File: config.mk
export PLATFORM = sky130hd
export DESIGN_NAME = add_order_encoder
export DESIGN_NICKNAME = d
export VERILOG_FILES = /design/src/rtl/itch_pkg.sv /design/src/rtl/itch_add_order_byte_mux.sv /design/src/rtl/add_order_encoder.sv
export SDC_FILE = /design/constraint.sdc
export NUM_CORES = 1
export LEC_CHECK = 0
export CAP_MARGIN = 5
export CORE_ASPECT_RATIO = 2
export CORE_MARGIN = 1.5
export CORE_UTILIZATION = 30
export CTS_BUF_LIST = sky130_fd_sc_hd__clkbuf_4 sky130_fd_sc_hd__clkbuf_8
export DETAILED_ROUTE_END_ITERATION = 10
export HOLD_SLACK_MARGIN = 0.15
export PLACE_DENSITY = 0.64
export SLEW_MARGIN = 30
export SYNTH_ARGS = -nofsm -noshare
export SYNTH_HDL_FRONTEND = slang
export SYNTH_SLANG_ARGS = --single-unit
File: constraint.sdc
create_clock -name clk -period 10.8 [get_ports clk]
set_input_delay 3.24 -clock clk [delete_from_list [all_inputs] [get_ports clk]]
set_output_delay 3.24 -clock clk [all_outputs]
set_load 0.02 [all_outputs]
File: src/rtl/itch_pkg.sv
// ITCH 5.0 shared definitions for the Add Order encode/decode path.
// Holds the message type and side codes, the body length, the byte offset
// of every field inside the 36-byte body, the encoder FSM state type and
// the packed field bundle that the encoder captures into its shadow register.
package itch_pkg;

    localparam logic [7:0] ITCH_ADD_ORDER_TYPE = 8'h41;
    localparam int         ADD_ORDER_LEN       = 36;
    localparam logic [7:0] ITCH_BUY            = 8'h42;
    localparam logic [7:0] ITCH_SELL           = 8'h53;

    // Byte offsets inside the message body (type byte is offset 0).
    localparam int OFF_TYPE   = 0;
    localparam int OFF_LOCATE = 1;
    localparam int OFF_TRACK  = 3;
    localparam int OFF_TS     = 5;
    localparam int OFF_REF    = 11;
    localparam int OFF_SIDE   = 19;
    localparam int OFF_SHARES = 20;
    localparam int OFF_STOCK  = 24;
    localparam int OFF_PRICE  = 32;

    // Big-endian length prefix value sent ahead of the body when enabled.
    localparam logic [15:0] PREFIX_WORD = 16'(ADD_ORDER_LEN);

    typedef enum logic [1:0] {
        ST_IDLE = 2'd0,
        ST_SEND = 2'd1,
        ST_GAP  = 2'd2
    } enc_state_e;

    typedef struct packed {
        logic [15:0] stock_locate;
        logic [15:0] tracking_number;
        logic [47:0] timestamp;
        logic [63:0] order_ref;
        logic        buy_sell;
        logic [31:0] shares;
        logic [63:0] stock_symbol;
        logic [31:0] price;
    } add_order_t;

endpackage

File: src/rtl/itch_add_order_byte_mux.sv
// Combinational byte selector for an Add Order frame.
// Ports:
//   fields_i : captured field bundle
//   idx_i    : frame byte index (prefix bytes first when PREFIX_LEN=1)
//   byte_o   : byte at idx_i, 0 when idx_i is past the end of the frame
module itch_add_order_byte_mux
    import itch_pkg::*;
#(
    parameter int PREFIX_LEN = 1
) (
    input  add_order_t  fields_i,
    input  logic [5:0]  idx_i,
    output logic [7:0]  byte_o
);

    localparam logic [5:0] PREFIX_BYTES = 6'(2 * PREFIX_LEN);

    logic [7:0] body [ADD_ORDER_LEN];
    logic [5:0] body_idx;

    assign body[OFF_TYPE] = ITCH_ADD_ORDER_TYPE;
    assign body[OFF_SIDE] = fields_i.buy_sell ? ITCH_BUY : ITCH_SELL;

    // Every multi-byte field is laid out MSB byte first.
    genvar gi;
    generate
        for (gi = 0; gi < 2; gi++) begin : g_locate
            assign body[OFF_LOCATE + gi] = fields_i.stock_locate[8*(1-gi) +: 8];
        end
        for (gi = 0; gi < 2; gi++) begin : g_track
            assign body[OFF_TRACK + gi] = fields_i.tracking_number[8*(1-gi) +: 8];
        end
        for (gi = 0; gi < 6; gi++) begin : g_ts
            assign body[OFF_TS + gi] = fields_i.timestamp[8*(5-gi) +: 8];
        end
        for (gi = 0; gi < 8; gi++) begin : g_ref
            assign body[OFF_REF + gi] = fields_i.order_ref[8*(7-gi) +: 8];
        end
        for (gi = 0; gi < 4; gi++) begin : g_shares
            assign body[OFF_SHARES + gi] = fields_i.shares[8*(3-gi) +: 8];
        end
        for (gi = 0; gi < 8; gi++) begin : g_stock
            assign body[OFF_STOCK + gi] = fields_i.stock_symbol[8*(7-gi) +: 8];
        end
        for (gi = 0; gi < 4; gi++) begin : g_price
            assign body[OFF_PRICE + gi] = fields_i.price[8*(3-gi) +: 8];
        end
    endgenerate

    assign body_idx = idx_i - PREFIX_BYTES;

    always_comb begin
        byte_o = 8'h00;
        if (idx_i < PREFIX_BYTES) begin
            byte_o = (idx_i == 6'd0) ? PREFIX_WORD[15:8] : PREFIX_WORD[7:0];
        end else if (body_idx < 6'(ADD_ORDER_LEN)) begin
            byte_o = body[body_idx];
        end
    end

endmodule

File: src/rtl/add_order_encoder.sv
// ITCH 5.0 Add Order serializer: captures a parallel field bundle and
// streams it as a big-endian byte frame with byte-level backpressure.
// Ports:
//   clk, rst            : clock, synchronous active-high reset
//   in_valid / in_ready : field bundle handshake (ready only in IDLE)
//   stock_locate .. price : Add Order fields
//   tcp_payload_out, tcp_byte_valid_out, out_ready : byte stream handshake
//   start_flag_out      : marks byte 0 of every frame
//   frame_done          : one-cycle pulse after the last byte is accepted
//   busy                : high while sending or in the inter-frame gap
module add_order_encoder
    import itch_pkg::*;
#(
    parameter int PREFIX_LEN = 1,
    parameter int GAP_CYCLES = 0
) (
    input  logic        clk,
    input  logic        rst,
    input  logic        in_valid,
    output logic        in_ready,
    input  logic [15:0] stock_locate,
    input  logic [15:0] tracking_number,
    input  logic [47:0] timestamp,
    input  logic [63:0] order_ref,
    input  logic        buy_sell,
    input  logic [31:0] shares,
    input  logic [63:0] stock_symbol,
    input  logic [31:0] price,
    output logic [7:0]  tcp_payload_out,
    output logic        tcp_byte_valid_out,
    input  logic        out_ready,
    output logic        start_flag_out,
    output logic        frame_done,
    output logic        busy
);

    localparam int         FRAME_LEN = ADD_ORDER_LEN + 2 * PREFIX_LEN;
    localparam logic [5:0] LAST_IDX  = 6'(FRAME_LEN - 1);
    // Loaded as GAP_CYCLES-1 so the GAP state lasts exactly GAP_CYCLES cycles.
    localparam logic [3:0] GAP_LOAD  = 4'((GAP_CYCLES > 0) ? GAP_CYCLES - 1 : 0);

    enc_state_e state_q, state_d;
    logic [5:0] idx_q, idx_d;
    logic [3:0] gap_q, gap_d;
    add_order_t shadow_q, shadow_d;
    logic [7:0] data_q, data_d;
    logic       valid_q, valid_d;
    logic       start_q, start_d;
    logic       done_q, done_d;
    logic [7:0] mux_byte;

    always_comb begin
        state_d  = state_q;
        idx_d    = idx_q;
        gap_d    = gap_q;
        shadow_d = shadow_q;
        valid_d  = valid_q;
        done_d   = 1'b0;
        case (state_q)
            ST_IDLE: begin
                if (in_valid) begin
                    shadow_d.stock_locate    = stock_locate;
                    shadow_d.tracking_number = tracking_number;
                    shadow_d.timestamp       = timestamp;
                    shadow_d.order_ref       = order_ref;
                    shadow_d.buy_sell        = buy_sell;
                    shadow_d.shares          = shares;
                    shadow_d.stock_symbol    = stock_symbol;
                    shadow_d.price           = price;
                    state_d = ST_SEND;
                    idx_d   = 6'd0;
                    valid_d = 1'b1;
                end
            end
            ST_SEND: begin
                if (valid_q && out_ready) begin
                    if (idx_q == LAST_IDX) begin
                        idx_d   = 6'd0;
                        valid_d = 1'b0;
                        done_d  = 1'b1;
                        if (GAP_CYCLES == 0) begin
                            state_d = ST_IDLE;
                        end else begin
                            state_d = ST_GAP;
                            gap_d   = GAP_LOAD;
                        end
                    end else begin
                        idx_d = idx_q + 6'd1;
                    end
                end
            end
            ST_GAP: begin
                if (gap_q == 4'd0) begin
                    state_d = ST_IDLE;
                end else begin
                    gap_d = gap_q - 4'd1;
                end
            end
            default: begin
                state_d = ST_IDLE;
                valid_d = 1'b0;
            end
        endcase
    end

    // The mux looks at next-state index and shadow so the outgoing byte is
    // a true register that holds still while out_ready is low.
    itch_add_order_byte_mux #(
        .PREFIX_LEN (PREFIX_LEN)
    ) u_byte_mux (
        .fields_i (shadow_d),
        .idx_i    (idx_d),
        .byte_o   (mux_byte)
    );

    assign data_d  = valid_d ? mux_byte : 8'h00;
    assign start_d = valid_d && (idx_d == 6'd0);

    always_ff @(posedge clk) begin
        if (rst) begin
            state_q  <= ST_IDLE;
            idx_q    <= 6'd0;
            gap_q    <= 4'd0;
            shadow_q <= '0;
            data_q   <= 8'h00;
            valid_q  <= 1'b0;
            start_q  <= 1'b0;
            done_q   <= 1'b0;
        end else begin
            state_q  <= state_d;
            idx_q    <= idx_d;
            gap_q    <= gap_d;
            shadow_q <= shadow_d;
            data_q   <= data_d;
            valid_q  <= valid_d;
            start_q  <= start_d;
            done_q   <= done_d;
        end
    end

    assign in_ready           = (state_q == ST_IDLE) && !rst;
    assign busy               = (state_q != ST_IDLE);
    assign tcp_payload_out    = data_q;
    assign tcp_byte_valid_out = valid_q;
    assign start_flag_out     = start_q;
    assign frame_done         = done_q;

endmodule

==> impl_metrics.yaml, run 1 <==
synth:
  postSynth.asyncResetShare: 0
  synth_area_mm2: 0.01342
  synth_seq_cells: 291
  ys_seq_area_frac: 0.4341
  synth_cell_type_count: 79
  syn-num-nets: 1947
  syn-instance-count: 1667
  yosysWarnings: 0
  synth-edff-count: 0
  synth-main-ff-cell: "dfxtp_1"
  syn_area_per_cell_um2: 8.050
floorplanning:
  ios: 290
  dieArea_mm2: 0.04609
  rows: 109
  die_h_um: 302.1
  start_util: 0.3037
  fp.dieW_um: 152.6
  core_area_mm2: 0.04419
setup_path:
  arrival_ps: 4580
  cp_data_required_time_ps: 7560
  critPathSlowestCell: "buf_8"
  end_kind: "output port"
  startpoint_type: "primary input"
  worstPathMaxFanout: 138
  crit_chain: "buf_8, nor2_1, clkdlybuf4s50_1"
  max_stage_delay_ps: 610
  criticalPathCategory: "primary input to output port"
route:
  dr_total_vias: 13210
  via_per_inst: 5.330
  route.detailed.drc: 0
  ant_nets: 0
  drtIter0Drc: 1160
  drt_first_pass_iters: 6
  routed_wl_um: 54770
  route.detailed.wl_per_inst_um: 22.10
clocking:
  cts_made_buffers: 45
  cts.sinks: 291
  htree_num_levels: 2
  cts_setup_buffers: 0
  postCtsHoldBufs: 0
  clkSlewWorstSetupHoldPaths_ps: 60
  cts-root-buf: "clkbuf_8"
  cts_max_path_buffers: 3
  insertion_delay_ps: 620
  tritoncts: "done"
  cts_resized: 0
global_route:
  antenna_found_initial: 12
  grt_pass1_vias: 12840
  overflow: 0
  grtUsageTotal: 0.2283
  grt_max_degree: 166
  grt_pass1_wl_um: 78870
sta:
  slew_viol_final: 0
  hold_viol_final: 0
  slew_headroom: 0.3925
  layout_setup_ws_ps: 2977
  skew_ps: 29.11
  finalCritPeriodShare: 0.7243
  max_freq_ghz: 0.1278
  fin_tns_setup_ps: 0
  rsz0062_at_grt: "no"
  setup_viol: 0
  tightest_slew_ps: 911.2
  fin_crit_ps: 7823
final_layout:
  drive_gt1_frac: 0.07640
  fillCellCount: 4545
  syn2layout_area_growth_pct: 31.40
  nNetsFinal: 2155
power_and_ir_drop:
  ir_drop_mv: 0.08656
  powerDensity_mw_per_mm2: 149.1
  leakage_nw: 6.421
run:
  drv_cap: 0
place:
  place_ws_ps: 2572
  port_buffers: 289
  hpwlAfterDp_um: 39420
  gp_congestion: 0.9060
hold_path:
  hp-class: "register to register"
status:
  status: "completed"
[sequential cells by signal (all words and copies together), names as in the netlist]
signal / cells
idx_q: 6
state_q: 1
tcp_byte_valid_out: 1
start_flag_out: 1
tcp_payload_out: 8
shadow_q: 273
frame_done: 1
[kinds of logic after synthesis]
kind of cell,Yosys count,synth area share
simple gates,672,0.2083
compound gates,428,0.1981
flops,291,0.4341
fa+ha+maj,3,0.002798
mux,122,0.1054
buf+inv,151,0.05128
[placed cells by master (no fill, tap or decap), types with 11 or more instances in the layout]
master / count
clkdlybuf4s50_1: 288
o21ai_0: 56
o221ai_1: 26
mux2i_1: 103
nor3_1: 26
diode_2: 12
a21oi_1: 219
clkbuf_8: 59
nor2_1: 124
dfxtp_1: 291
o211ai_1: 13
nand2_1: 445
nand3_1: 24
mux4_2: 15
a211oi_1: 19
clkbuf_4: 11
buf_4: 14
a31oi_1: 18
[cell type report]
class | count | area, um2 | share of cell area
multi-input combinational | 1225 | 6939 | 0.3935
inverter | 6 | 22.52 | 0.001277
sequential | 291 | 5826 | 0.3304
tap | 555 | 694.4 | 0.03938
clock buffer | 70 | 894.6 | 0.05073
clock inverter | 13 | 156.4 | 0.008870
antenna | 12 | 30.03 | 0.001703
timing repair buffer | 306 | 3070 | 0.1741
[per-stage QoR]
step / area (um2) / hold slack, ps / total power, W / util / instances
after floorplan: 13420 / 431.9 / 0.001377 / - / 1667
after global placement: 16520 / 438.3 / 0.001569 / 0.3740 / 2382
after detailed placement: 16550 / 444.2 / 0.001574 / 0.3746 / 2383
after CTS: 17600 / 452.8 / 0.002649 / 0.3984 / 2466
after global routing: 17630 / 472.4 / 0.002724 / 0.3991 / 2478
final: 17630 / 451.3 / 0.002629 / 0.3991 / 2478
[per-layer routing]
metal | routed length [um] | GRT usage | up-vias | share of wire
li1 | - | - | 6246 | -
met1 | 19300 | 0.2439 | 6160 | 0.35
met2 | 27580 | 0.3958 | 636 | 0.50
met3 | 3557 | 0.03868 | 165 | 0.065
met4 | 4343 | 0.1859 | 0 | 0.079
met5 | 0 | 0 | - | 0
[path summary, 6_finish.rpt]
kind	slack, ps	from	cells after the start	to
max	2980	rst	3	in_ready
min	450	shadow_q[167]	2	shadow_q[167]
max reg2reg	5670	state_q[0]	13	tcp_payload_out[6]
min reg2reg	450	shadow_q[167]	2	shadow_q[167]
[Yosys cell counts (all sizes together), types with 5 or more instances]
library cell,number,area [um2]
o2111ai,5,50.04
mux4,15,337.8
nor3,26,130.1
dfxtp,291,5826
inv,6,22.52
o211ai,14,110.1
or3,7,48.80
mux2i,103,1031
clkbuf,76,285.3
and3,9,56.30
o22ai,10,62.56
nor2,127,484.2
a311oi,5,50.04
buf,69,380.4
a31oi,18,112.6
o211a,5,57.56
o21ai,58,290.3
a211oi,19,142.6
a211o,7,61.31
nand4,6,52.55
a21oi,220,1101
o221ai,26,227.7
nand3,24,120.1
nand2,447,1680
[power breakdown]
group,internal [W],switching (W),total (W)
Clock,0.000604,0.000472,0.00108
Combinational,0.000179,0.000210,0.000389
Sequential,0.00113,0.0000300,0.00116
[worst max-delay path, delay by kind of cell]
family        cells  cell delay (ps)
buf+inv           2             1170
simple gates      1               70
Power figures use the tool's default switching activity.
==> inputs of run 2 (changes only) <==
clock period = 7.8 ns   (was 10.8 ns; I/O delays follow)
==> run 2 against run 1 <==
  * Via count down 0.70%
  * Critical path depth stayed put
  * Clock-buffer cell count decreased by 11
  * Hold slack better by 3.8 ps
  * Utilization shrank 0.088 points
  * Critical endpoint unchanged
  * Sequential cell count unchanged
  * Combinational power is 35% higher
  * Final cell count decreased by 0.16%
  * Die area unchanged
==> impl_metrics.yaml, run 2 (synthesized netlist as in run 1, its figures left out) <==
status:
  status: "completed"
final_layout:
  layout_commonest_cell: "nand2_1"
  largest_reg_flops: 273
  nNetsFinal: 2156
  drive_gt1_frac: 0.07495
  utilization: 0.3982
  fin_cells: 2474
  regMostFlops: "shadow_q"
  fillCellCount: 4559
  layout_common_cells: "nand2_1, dfxtp_1, clkdlybuf4s50_1"
  syn2layout_area_growth_pct: 31.11
setup_path:
  max_stage_delay_ps: 580
  arrival_ps: 3640
  startpoint_type: "primary input"
  criticalPathCategory: "primary input to output port"
  crit_chain: "buf_8, nor2_1, clkdlybuf4s50_1"
  worstPathMaxFanout: 140
  r2r_slack_ps: 3520
  critPathSlowestCell: "buf_8"
  timing.rr.end: "tcp_payload_out[2]"
  r2r_start: "idx_q[0]"
  end_kind: "output port"
  cp_data_required_time_ps: 5460
  ff2ff_path_depth: 10
global_route:
  grtUsageTotal: 0.2242
  overflow: 0
  grt_pass1_wl_um: 78330
  grt_max_degree: 176
  antenna_found_initial: 11
  grt_pass1_vias: 12770
route:
  drt_first_pass_iters: 5
  routed_wl_um: 53670
  drtIter0Drc: 1213
  ant_nets: 0
  dr_total_vias: 13110
  via_per_inst: 5.301
  route.detailed.wl_per_inst_um: 21.69
  route.detailed.drc: 0
hold_path:
  worst_hold_path.endpoint: "shadow_q[102]"
  min_from: "shadow_q[102]"
  hp-class: "register to register"
  hold_depth: 2
floorplanning:
  dieArea_mm2: 0.04609
  fp.dieW_um: 152.6
  ios: 290
  start_util: 0.3037
  core_area_mm2: 0.04419
  die_h_um: 302.1
  rows: 109
place:
  hpwlAfterDp_um: 39310
  dp_cells: 2387
  port_buffers: 289
  gp_congestion: 0.8992
sta:
  rsz0062_at_grt: "no"
  fin_crit_ps: 5984
  fin_tns_setup_ps: 0
  tightest_slew_ps: 1018
  slew_headroom: 0.3204
  slew_viol_final: 0
  setup_viol: 0
  skew_ps: 17.84
  max_freq_ghz: 0.1671
  hold_viol_final: 0
  finalCritPeriodShare: 0.7672
clocking:
  tritoncts: "done"
  cts-root-buf: "clkbuf_8"
  cts_max_path_buffers: 3
  insertion_delay_ps: 570
  cts_setup_buffers: 0
  htree_num_levels: 2
  cts.sinks: 291
  postCtsHoldBufs: 0
  cts_made_buffers: 42
  clkSlewWorstSetupHoldPaths_ps: 70
  cts_resized: 0
run:
  drv_cap: 0
power_and_ir_drop:
  leakage_nw: 6.398
  finalPower_w: 0.003559
  ir_drop_mv: 0.1197
  powerDensity_mw_per_mm2: 202.3
[run 2: cell count changes in the layout (fill, tap and decap cells not counted), sizes merged]
cell      before  now
clkinvlp       1    3
buf           18   22
diode         12   11
clkbuf        70   59
clkinv         7    9
inv            8    6
bufinv         3    5
[run 2: how the worst max path moves through the flow]
| stage | depth (start not counted) | startpoint | to |
|---|---|---|---|
| floorplan | 3 | rst | in_ready |
| global placement | 10 | in_valid | tcp_payload_out[0] |
| detailed placement | 12 | out_ready | tcp_payload_out[2] |
| CTS | 3 | rst | in_ready |
| global route | 3 | rst | in_ready |
| finish | 3 | rst | in_ready |
[run 2: metrics by stage]
stage	hold WS [ps]	area, um2	setup slack [ps]
2_1_floorplan	431.9	13420	2427
3_3_place_gp	438.4	16590	1632
3_5_place_dp	444.8	16590	1528
4_1_cts	454.7	17570	1821
5_1_grt	469.7	17590	1705
6_report	455.1	17590	1816
[run 2: report_power, final]
group	switching (W)	internal (W)	total [W]
Combinational	0.000279	0.000249	0.000527
Sequential	0.0000458	0.00157	0.00161
Clock	0.000615	0.000802	0.00142
[run 2: final cells by class]
cell class                 instances  area (um2)  share of cell area
clock buffer                      59       762.0             0.04331
clock inverter                    17       217.7             0.01237
multi-input combinational       1225        6939              0.3944
inverter                           6       22.52            0.001280
antenna                           11       27.53            0.001564
sequential                       291        5826              0.3311
tap                              555       694.4             0.03947
timing repair buffer             310        3105              0.1765
[run 2: per-layer routing]
| layer | routed length, um | vias up | global-route usage |
|---|---|---|---|
| met2 | 27050 | 565 | 0.3932 |
| li1 | - | 6249 | - |
| met3 | 2889 | 145 | 0.02622 |
| met5 | 0 | - | 0 |
| met4 | 3844 | 0 | 0.1685 |
| met1 | 19880 | 6155 | 0.2485 |
[run 2: critical path: cells and delay by family]
family	cells	cell delay [ps]
and+or+nand+nor	1	70
buffers and inverters	2	1140
